`config.mk`:
```
export PLATFORM = sky130hd
export DESIGN_NAME = uart_rx_packet_ctrl
export DESIGN_NICKNAME = d
export VERILOG_FILES = /design/src/rtl/uart_pkg.sv /design/src/rtl/rx_timeout_timer.sv /design/src/rtl/uart_rx_packet_ctrl.sv
export SDC_FILE = /design/constraint.sdc
export NUM_CORES = 1
export LEC_CHECK = 0
export CORE_MARGIN = 2
export CORE_UTILIZATION = 50
export DETAILED_ROUTE_END_ITERATION = 10
export MAX_ROUTING_LAYER = met4
export PLACE_DENSITY_LB_ADDON = 0.2
export SLEW_MARGIN = 20
export SYNTH_ARGS = -nofsm -noshare
export SYNTH_HDL_FRONTEND = slang
export SYNTH_HIERARCHICAL = 1
export SYNTH_SLANG_ARGS = --single-unit
```
`constraint.sdc`:
```
create_clock -name clk_uart -period 2.8 [get_ports clk_uart]
set_input_delay 0.84 -clock clk_uart [delete_from_list [all_inputs] [get_ports clk_uart]]
set_output_delay 0.84 -clock clk_uart [all_outputs]
set_load 0.05 [all_outputs]
```
`src/rtl/uart_pkg.sv`:
```
// Shared types for the UART receive packet path.
// Holds the packet FSM state encoding and the default frame marker.
package uart_pkg;

    typedef enum logic [2:0] {
        ST_IDLE,
        ST_CMD,
        ST_LEN,
        ST_PAYLOAD,
        ST_CHK,
        ST_HOLD
    } rx_pkt_state_t;

    localparam logic [7:0] SYNC_DEFAULT = 8'hA5;

endpackage

```
`src/rtl/rx_timeout_timer.sv`:
```
// Inter-byte gap counter for the packet receiver.
// Saturates at TIMEOUT; expired is only meaningful while enabled.
module rx_timeout_timer #(
    parameter int TIMEOUT = 2047
) (
    input  logic clk_uart,
    input  logic rst,
    input  logic clear,
    input  logic enable,
    output logic expired
);

    localparam int TW = (TIMEOUT < 1) ? 1 : $clog2(TIMEOUT + 1);
    localparam logic [TW-1:0] LIMIT = TW'(TIMEOUT);

    logic [TW-1:0] cnt;

    always_ff @(posedge clk_uart) begin
        if (rst || clear) begin
            cnt <= '0;
        end else if (enable && (cnt != LIMIT)) begin
            cnt <= cnt + TW'(1);
        end
    end

    assign expired = enable && (cnt == LIMIT);

endmodule

```
`src/rtl/uart_rx_packet_ctrl.sv`:
```
// Frames the UART byte stream into SYNC/CMD/LEN/payload/CHK packets
// and hands validated packets to the command decoder over valid/ready.
module uart_rx_packet_ctrl
    import uart_pkg::*;
#(
    parameter int         MAX_LEN   = 16,
    parameter int         TIMEOUT   = 2047,
    parameter logic [7:0] SYNC_BYTE = SYNC_DEFAULT
) (
    input  logic                         clk_uart,
    input  logic                         rst,
    input  logic                         next_byte,
    input  logic [7:0]                   rx_data,
    output logic                         pkt_valid,
    input  logic                         pkt_ready,
    output logic [7:0]                   pkt_cmd,
    output logic [$clog2(MAX_LEN+1)-1:0] pkt_len,
    output logic [8*MAX_LEN-1:0]         pkt_payload,
    output logic                         err_len,
    output logic                         err_chk,
    output logic                         err_timeout,
    output logic                         err_overrun
);

    localparam int LW = $clog2(MAX_LEN + 1);
    localparam int IW = (MAX_LEN > 1) ? $clog2(MAX_LEN) : 1;
    localparam logic [7:0] MAX8 = 8'(MAX_LEN);

    rx_pkt_state_t state, state_next;

    logic [7:0]    acc;
    logic [IW-1:0] idx;
    logic          expired;
    logic          tmr_clear;
    logic          tmr_en;
    logic          last;
    logic          len_bad;
    logic          chk_bad;
    logic          to_hit;
    logic          ovr;

    assign tmr_en = (state == ST_CMD) || (state == ST_LEN) ||
                    (state == ST_PAYLOAD) || (state == ST_CHK);
    assign tmr_clear = next_byte ||
                       ((state != ST_CMD) && (state_next == ST_CMD));
    assign last = (LW'(idx) == (pkt_len - LW'(1)));

    rx_timeout_timer #(
        .TIMEOUT (TIMEOUT)
    ) u_timer (
        .clk_uart (clk_uart),
        .rst      (rst),
        .clear    (tmr_clear),
        .enable   (tmr_en),
        .expired  (expired)
    );

    always_ff @(posedge clk_uart) begin
        if (rst) begin
            state <= ST_IDLE;
        end else begin
            state <= state_next;
        end
    end

    always_comb begin
        state_next = state;
        len_bad    = 1'b0;
        chk_bad    = 1'b0;
        ovr        = 1'b0;
        to_hit     = expired && !next_byte;
        unique case (state)
            ST_IDLE: begin
                if (next_byte && (rx_data == SYNC_BYTE)) begin
                    state_next = ST_CMD;
                end
            end
            ST_CMD: begin
                if (next_byte) state_next = ST_LEN;
            end
            ST_LEN: begin
                if (next_byte) begin
                    unique case (1'b1)
                        (rx_data > MAX8): begin
                            len_bad    = 1'b1;
                            state_next = ST_IDLE;
                        end
                        (rx_data == 8'd0): state_next = ST_CHK;
                        default:           state_next = ST_PAYLOAD;
                    endcase
                end
            end
            ST_PAYLOAD: begin
                if (next_byte && last) state_next = ST_CHK;
            end
            ST_CHK: begin
                if (next_byte) begin
                    if (rx_data == acc) begin
                        state_next = ST_HOLD;
                    end else begin
                        chk_bad    = 1'b1;
                        state_next = ST_IDLE;
                    end
                end
            end
            ST_HOLD: begin
                if (pkt_ready) begin
                    // A byte landing on the handshake starts the next frame
                    if (next_byte && (rx_data == SYNC_BYTE)) begin
                        state_next = ST_CMD;
                    end else begin
                        state_next = ST_IDLE;
                    end
                end else if (next_byte) begin
                    ovr = 1'b1;
                end
            end
            default: state_next = ST_IDLE;
        endcase
        if (to_hit) state_next = ST_IDLE;
    end

    always_comb begin
        pkt_valid = (state == ST_HOLD);
    end

    always_ff @(posedge clk_uart) begin
        if (rst) begin
            err_len     <= 1'b0;
            err_chk     <= 1'b0;
            err_timeout <= 1'b0;
            err_overrun <= 1'b0;
        end else begin
            err_len     <= len_bad;
            err_chk     <= chk_bad;
            err_timeout <= to_hit;
            err_overrun <= ovr;
        end
    end

    always_ff @(posedge clk_uart) begin
        if (rst) begin
            pkt_cmd     <= '0;
            pkt_len     <= '0;
            pkt_payload <= '0;
            acc         <= '0;
            idx         <= '0;
        end else if (next_byte) begin
            unique case (state)
                ST_CMD: begin
                    pkt_cmd     <= rx_data;
                    acc         <= rx_data;
                    pkt_payload <= '0;
                end
                ST_LEN: begin
                    if (!len_bad) begin
                        pkt_len <= rx_data[LW-1:0];
                        acc     <= acc ^ rx_data;
                        idx     <= '0;
                    end
                end
                ST_PAYLOAD: begin
                    pkt_payload[idx*8 +: 8] <= rx_data;
                    acc <= acc ^ rx_data;
                    idx <= idx + IW'(1);
                end
                default: ;
            endcase
        end
    end

endmodule
```
After elaboration in Yosys (flattened, before gate mapping)

Cells that the tools add are included.

Input port bits: 12
Bits in registers: 171
Word-level logic and storage cells: 82
Output and inout bits: 146

Bitwise logic cells: 5
Eq/ne operators: 13
Shift-type cells: 2
Reduce and logical (&&, ||, !) cells: 24
Add/sub/neg operators: 4
Mux-type cells: 22
Order comparisons: 1

Operator list:

| cell                                                   | number |
|---|---|
| one-hot mux 128 bit (2 select lines)                   | 1 |
| bitwise mux 128 bit                                    | 1 |
| variable shift 8 x 34 -> 128 bit, first input constant | 1 |
| indexed part select 8 x 34 -> 128 bit                  | 1 |
| negator 7 -> 34 bit                                    | 1 |
| 2-to-1 mux 3 bit                                       | 8 |
| one-hot mux 8 bit (3 select lines)                     | 1 |
| one-hot mux 3 bit (6 select lines)                     | 1 |
| adder 11 x 1 -> 11 bit, second input constant          | 1 |
| equality test 11 bit, second input constant            | 1 |
| inequality test 11 bit, second input constant          | 1 |
| AND reduction 3 bit                                    | 3 |
| equality test 8 bit                                    | 1 |
| equality test 8 bit, second input constant             | 1 |
| > comparator 8 x 5 -> 1 bit, second input constant     | 1 |
| logical NOT 8 bit                                      | 1 |
| 2-to-1 mux 8 bit                                       | 1 |
| one-hot mux 4 bit (2 select lines)                     | 1 |
| bitwise XOR 8 bit                                      | 1 |
| equality test 3 x 1 -> 1 bit, second input constant    | 2 |
| equality test 3 x 2 -> 1 bit, second input constant    | 2 |
| equality test 3 bit, second input constant             | 2 |
| logical AND 1 bit                                      | 6 |
| 2-to-1 mux 1 bit                                       | 6 |
| 15 further kinds                                       | 25 |

Longest topological paths before layout

Gate-level depths: netlist of the first run.

Word-level depth: 11
Mapped depth: 10
Gate-level depth less buffers: 8

Cells and area by module

Netlist of the first run, hierarchy kept.

Modules (own cells, without submodules):

| module              | instances | area each (µm²) | seq. area each (µm²) | cells an instance |
|---|---|---|---|---|
| uart_rx_packet_ctrl | 1         | 6438.7          | 3203.1               | 691 |
| rx_timeout_timer    | 1         | 571.8           | 220.2                | 67 |

Worst setup path after synthesis of the first run

OpenSTA, ideal clock, no wires.

Path kind: reg-to-reg
From: register idx[0]
To: register pkt_payload[48]
Arrival: 2.216 ns
Buffers on the path: 2
Library setup time: 0.117 ns
Stages on the path, launching flop included: 10
Path slack: 0.467 ns
Required time: 2.683 ns
Period minus slack after synthesis: 2.333 ns
Cells stage by stage: dfxtp_1 > buf_1 > nor3_1 > ha_1 > clkbuf_1 > a21boi_1 > nand3_1 > a21oi_1 > nor2_1 > a22o_1

Cells in the longest elaborated chain, start to end: 4
Elaborated cells between the ends (all ways): 5
Those cells by class: 1 x add/sub; 2 x shift; 2 x mux

RTL lines:

| element                                                                                          | line                       | text |
|---|---|---|
| from (decl)                                                                                      | uart_rx_packet_ctrl.sv:32  | `logic [IW-1:0] idx;` |
| from (signal assigned)                                                                           | uart_rx_packet_ctrl.sv:165 | `idx <= idx + IW'(1);` |
| negator 7 -> 34 bit (*)                                                                          | uart_rx_packet_ctrl.sv:163 | `pkt_payload[idx*8 +: 8] <= rx_data;` |
| indexed part select 8 x 34 -> 128 bit / variable shift 8 x 34 -> 128 bit (equally long branches) | uart_rx_packet_ctrl.sv:163 |  |
| bitwise mux 128 bit (*)                                                                          | uart_rx_packet_ctrl.sv:163 |  |
| one-hot mux 128 bit (2 select lines) (*)                                                         | uart_rx_packet_ctrl.sv:149 | `unique case (state)` |
| to (signal, indexed assignment)                                                                  | uart_rx_packet_ctrl.sv:163 |  |
| to (decl)                                                                                        | uart_rx_packet_ctrl.sv:18  | `output logic [8*MAX_LEN-1:0] pkt_payload,` |

Every way passes the cells marked *; elsewhere a longest branch is shown, timed or not.
A chain may end at the register's enable or synchronous reset.

Worst setup path after layout of the first run

From: register idx[0]
To: register pkt_payload[78]

Same word-level chain as after synthesis.

==> results by group, run 1 <==
CTS
  – Sink Count: 171
  – Post-CTS Setup Bufs: 0
  – Clk buf depth: 2
  – Root buf cell: clkbuf_16
  – Clock Latency Late Sink: 0.44 ns
  – CTS Buf Count: 17
  – Clock transition at path regs: 0.07 ns
  – Htree depth: 4
  – Cts hold-fix bufs: 0
  – Resize count post-CTS: 0
  – CTS tree: done

Pwr
  – Sw frac: 22.73%
  – PD cells: 531.3 nW/µm²
  – Flop pwr share: 47.0%
  – Logic pwr share: 3.5%
  – Internal: 4.001 mW
  – Psw: 1.177 mW
  – Clk pwr share: 49.5%
  – Worst VDD drop: 0.4096 mV
  – P_leak: 3.452 nW

STA
  – Fin. max-slew vios: 0
  – Final clock skew: 0.007660 ns
  – Slew @ Worst Pin: 0.8065 ns
  – Period utilization: 92.00%
  – Fmax: 0.3882 GHz
  – Relative slew slack: 45.98%
  – Post-route setup slack: 0.2241 ns
  – Setup violations, final: 0
  – Hold Fails Final Rpt: 0
  – Tmin final: 2.576 ns
  – RSZ-0062 raised after global routing: no

Detailed routing
  – DR pass1 iterations: 5
  – Post-Route WL: 22.46 mm
  – DR vias: 6861
  – Vias per cell: 6.003
  – WL per Instance: 19.65 µm
  – DRC: 0
  – Post-route antenna net violation count: 0
  – DRT iter0 DRCs: 581

Placed design
  – Worst slack at placement: -0.06195 ns
  – Dpl hpwl: 15.69 mm
  – RePlAce Congestion: 0.9027
  – Cells after DPL: 1111
  – IO Port Bufs: 157

Flow run
  – Max-cap violations: 0

Synthesis
  – Synth cell types: 60
  – Asr flop ratio synth: 0%
  – Sequential area share after synthesis: 48.83%
  – Yosys warnings: 6
  – Synthesized cell area: 7010 µm²
  – Yosys top cell area share: 48.83%
  – Top_reg_cell synth: dfxtp_1
  – Avg Cell Area, Syn: 9.249 µm²
  – Top-count cell post-synth: dfxtp_1
  – Number of flops mapped to enable cells by yosys: 0
  – Synthesized Nets: 777
  – Flops & latches, synth: 171
  – Synth area leader: dfxtp_1
  – Mapped Cells: 758
  – Ranking of synthesized cells by area: dfxtp_1, a22o_1, nor2_1, a22oi_1, a21oi_1
  – Commonest cells in the netlist: dfxtp_1, nor2_1, a22o_1

Critical path
  – Worst Path Arrival: 2.95 ns
  – Worst endpoint required time: 3.17 ns
  – Most used cell, CP: nor2_1
  – Worst setup EP type: flop
  – CP max-delay cell: a31oi_1
  – Crit path kind: flop to flop
  – Crit-path max FO: 8
  – Crit-path cells: inv_1 -> ha_1 -> xor2_1 -> nor2_1 -> buf_4 -> a31oi_1 -> a22oi_1 -> nor2_1
  – Critical Path Max Stage Delay: 0.59 ns
  – Critical Path Start Type: flop

Cells and area
  – Nets@finish: 969
  – Area growth, synth to finish: 39.00%
  – Antenna diodes: 0
  – Share of layout cells above drive strength 1: 13.19%
  – Utilization after layout: 70.75%
  – Post-Layout Cell Count: 1143

Floorplanning
  – Rows: 43
  – Initial Util: 50.90%
  – Die height: 122.4 µm
  – DIE WIDTH: 122.4 µm
  – Die Area: 14980 µm²
  – Ports: 158
  – Total core area: 13770 µm²

GRT
  – Initial antenna violation count: 0
  – Global Route Usage Sum: 31.28%
  – Vias in the first global route: 6705
  – Largest net degree at the start of global routing: 45
  – First-pass GRT wire length: 34.97 mm
  – Remaining Overflow, GRT: 0

Run status
  – Status: complete, no violations

Worst hold path
  – Min-delay worst type: flop to flop
power groups by stage:
stage | clock network [mW] | registers (mW) | logic, mW
after global routing | 2.67 | 2.43 | 0.191
final | 2.56 | 2.43 | 0.181
after detailed placement | 0 | 2.49 | 0.177
after global placement | 0 | 2.49 | 0.174
after CTS | 2.58 | 2.43 | 0.177
after floorplan | 0 | 2.49 | 0.0912
state kept, by name (all words and copies together) (netlist names), 3 cells and up:
signal       cells
pkt_len          5
idx              4
pkt_payload    128
state            3
pkt_cmd          8
u_timer/cnt     11
acc              8
cells in the final DEF, fill, tap and decap left out, types with 11 or more instances in the layout:
master and n:
a21oi_1 42, a22o_1 57, a22oi_1 43, a31oi_1 11, a32o_1 12, a32oi_1 11, buf_4 68, clkbuf_16 17
clkdlybuf4s50_1 155, dfxtp_1 171, nand2_1 49, nand3_1 38, nand4_1 11, nor2_1 103, nor3_1 14, o21ai_0 24
xnor2_1 14
worst paths after layout:
path,from,end,slack (ns),cells past startpoint
hold / removal,pkt_cmd[1],pkt_cmd[1],0.46,2
setup reg to reg,idx[0],pkt_payload[78],0.22,8
hold reg to reg,pkt_cmd[1],pkt_cmd[1],0.46,2
setup / recovery,idx[0],pkt_payload[78],0.22,8
per-stage QoR:
step,TNS (ns),hold slack [ns],area (µm²),power (mW)
floorplan,0,0.4476,7010,2.578
global placement,0,0.4508,9105,2.661
detailed placement,-0.1975,0.4487,9105,2.664
CTS,0,0.4583,9744,5.186
global route,0,0.4754,9744,5.287
finish,0,0.4572,9744,5.178
worst max-delay path: cells and delay by family, from the launching register on:
family                   cells  cell delay, ns
buffers and inverters        2            0.38
XOR/XNOR                     1            0.40
flip-flops                   1            0.31
adder cells (fa/ha/maj)      1            0.39
AO/OA/AOI/OAI                2            0.78
AND/OR/NAND/NOR              2            0.23
cell families (layout without fill, tap and decap cells):
logic type | count (synthesis) | count (layout) | share of synthesized area, %
flip-flops | 171 | 171 | 48.83
buffers and inverters | 60 | 265 | 3.516
XOR/XNOR | 20 | 20 | 2.606
adder cells (fa/ha/maj) | 7 | 7 | 1.249
multiplexers | 5 | 5 | 0.7139
AO/OA/AOI/OAI | 222 | 222 | 23.17
AND/OR/NAND/NOR | 273 | 273 | 19.92
layer usage:
metal  GRT usage [%]  wire length [µm]  up-vias
met5               -                 0        -
met3           7.296              1615       75
met4           15.37               888        0
li1                -                 -     3177
met1           38.19              9452     3292
met2           48.68             10510      317
area by class of cell:
| cell class | count | area (µm²) |
|---|---|---|
| clock buffers | 18 | 429.2 |
| clock inverters | 14 | 210.2 |
| well taps | 180 | 225.2 |
| repair buffers | 224 | 2082 |
| multi-input cells | 527 | 3341 |
| fillers | 1106 | 4029 |
| inverters | 9 | 33.78 |
| flip-flops and latches | 171 | 3423 |
(Power assumes the default switching activity.)
==> run 2: changes to the inputs <==
==> constraint.sdc (replaced) <==
create_clock -name clk_uart -period 2.7 [get_ports clk_uart]
set_input_delay 0.81 -clock clk_uart [delete_from_list [all_inputs] [get_ports clk_uart]]
set_output_delay 0.81 -clock clk_uart [all_outputs]
set_load 0.05 [all_outputs]
==> run 2 against run 1 <==
Against the previous run:
- clock-buffer cell count increased by 2
- highest routed layer unchanged
- clock skew decreased by 0.0022 ns
- die area unchanged
- routed wire length about the same
- flip-flop and latch count unchanged
- critical path type is now flop to output pin
- cell area increased by 0.42%
- setup slack worse by 0.048 ns
==> results by group, run 2 (synthesis results as in run 1) <==
Run status
  – Status: complete, no violations

Critical path
  – Worst path bufs/invs: 1 (-1)
  – CP max-delay cell: clkdlybuf4s50_1
  – Crit-path cells: clkdlybuf4s50_1
  – Critical Path Start Type: flop
  – Worst setup EP type: output pin
  – Critical Path Max Stage Delay: 0.85 ns (+0.26 ns)
  – Crit path kind: flop to output pin
  – Worst endpoint required time: 1.89 ns (-1.28 ns)
  – Worst Path Arrival: 1.71 ns (-1.24 ns)
  – Top delay family on crit path: buffers and inverters
  – Crit-path max FO: 6 (-2)

STA
  – Setup violations, final: 0 (unchanged)
  – Hold Fails Final Rpt: 0 (unchanged)
  – RSZ-0062 raised after global routing: no
  – Fin. max-slew vios: 0 (unchanged)
  – Period utilization: 93.49%
  – Slew @ Worst Pin: 0.8073 ns (+0.0007762 ns)
  – Fmax: 0.3961 GHz
  – Relative slew slack: 45.93% (-0.052 points)
  – Tmin final: 2.524 ns
  – Final setup TNS: 0 ns (unchanged)
  – Final clock skew: 0.005421 ns (-0.002239 ns)

Placed design
  – IO Port Bufs: 157 (unchanged)
  – Dpl hpwl: 15.81 mm (+0.80%)
  – RePlAce Congestion: 0.9573 (+6.0%)

Cells and area
  – Most common cell after layout, fill and taps aside: dfxtp_1
  – FILL cells: 1078 (-2.5%)
  – Antenna diodes: 0 (unchanged)
  – Area growth, synth to finish: 39.59%
  – Share of layout cells above drive strength 1: 13.29% (+0.10 points)
  – Top flop regs: pkt_payload (128), u_timer/cnt (11)
  – Nets@finish: 969 (unchanged)
  – Commonest cells after routing, fill and taps aside: dfxtp_1, clkdlybuf4s50_1, nor2_1, buf_4, a22o_1
  – Top reg by flops: pkt_payload
  – Max reg flops: 128 (unchanged)

CTS
  – Htree depth: 4 (unchanged)
  – CTS tree: done
  – Clk buf depth: 2 (unchanged)
  – Sink Count: 171 (unchanged)
  – Root buf cell: clkbuf_16
  – Clock Latency Late Sink: 0.43 ns (about the same)
  – Clock transition at path regs: 0.06 ns (about the same)
  – CTS Buf Count: 17 (unchanged)

Pwr
  – Worst VDD drop: 0.4204 mV (+2.6%)
  – PD cells: 546.8 nW/µm² (+2.9%)
  – P_leak: 3.477 nW (+0.75%)
  – Total Power: 5.351 mW (+3.3%)

Detailed routing
  – WL per Instance: 19.66 µm (about the same)
  – Post-route antenna net violation count: 0 (unchanged)
  – DRT iter0 DRCs: 629 (+8.3%)
  – Vias per cell: 6.051 (+0.80%)
  – DRC: 0 (unchanged)
  – DR vias: 6916 (+0.80%)
  – Post-Route WL: 22.47 mm (about the same)
  – DR pass1 iterations: 5 (unchanged)

Floorplanning
  – Total core area: 13770 µm² (unchanged)
  – Initial Util: 50.90% (unchanged)
  – Rows: 43 (unchanged)
  – DIE WIDTH: 122.4 µm (unchanged)
  – Ports: 158 (unchanged)
  – Die height: 122.4 µm (unchanged)
  – Die Area: 14980 µm² (unchanged)

GRT
  – Initial antenna violation count: 0 (unchanged)
  – Global Route Usage Sum: 31.24% (-0.042 points)
  – Largest net degree at the start of global routing: 47 (+4.4%)
  – First-pass GRT wire length: 35.26 mm (+0.83%)
  – Remaining Overflow, GRT: 0 (unchanged)
  – Vias in the first global route: 6775 (+1.0%)

Flow run
  – Max-cap violations: 0 (unchanged)

Worst hold path
  – Min-delay worst type: flop to flop
-- run 2: cell types whose count changed in the layout (fill, tap and decap cells not counted), sizes merged --
cell      before  now
clkbuf        18   20
clkinv         2    6
clkinvlp       4    0
inv           13   11
-- run 2: worst paths after layout --
check	cells after the start	start	slack, ns	to
min reg2reg	2	pkt_cmd[1]	0.46	pkt_cmd[1]
min	2	pkt_cmd[1]	0.46	pkt_cmd[1]
max	1	pkt_len[2]	0.18	pkt_len[2]
max reg2reg	7	idx[0]	0.22	pkt_payload[102]
-- run 2: per-stage QoR --
stage / utilization, % / area [µm²] / hold slack [ns] / instances / worst slack, ns
after CTS: 70.95 / 9772 / 0.4574 / 1143 / 0.1065
after global placement: 66.29 / 9130 / 0.4497 / 1111 / -0.009410
final: 71.05 / 9786 / 0.4595 / 1143 / 0.1756
after detailed placement: 66.29 / 9130 / 0.4485 / 1111 / -0.09033
after global routing: 71.05 / 9786 / 0.4791 / 1143 / 0.1056
after floorplan: - / 7010 / 0.4476 / 758 / 0.3670
-- run 2: what timing repair did --
action / in CTS / in global routing
hold buffers: 0 / 0
setup buffers: 0 / 0
resized for setup: 0 / 2
endpoints found under the setup margin: 0 / 8
-- run 2: final cells by class --
| type | instances | area [µm²] | area share (%) |
|---|---|---|---|
| Clock inverter | 12 | 185.2 | 1.892 |
| Multi-Input combinational cell | 527 | 3354 | 34.28 |
| Inverter | 9 | 33.78 | 0.3452 |
| Timing Repair Buffer | 224 | 2107 | 21.53 |
| Clock buffer | 20 | 456.7 | 4.667 |
| Tap cell | 180 | 225.2 | 2.301 |
| Sequential cell | 171 | 3423 | 34.98 |
-- run 2: layer usage --
layer  share of wire (%)  GRT usage [%]  vias to the layer above
met2                  48          48.61                      306
met3                 7.1          7.296                       47
met5                   0              -                        -
met4                 2.1          11.14                        0
met1                  43          39.87                     3376
li1                    -              -                     3187
-- run 2: power breakdown --
| group | internal [mW] | switching, mW | leakage [nW] |
|---|---|---|---|
| Clock | 1.61 | 1.03 | 0.317 |
| Sequential | 2.52 | 0.000321 | 1.38 |
| Combinational | 0.0525 | 0.134 | 1.78 |
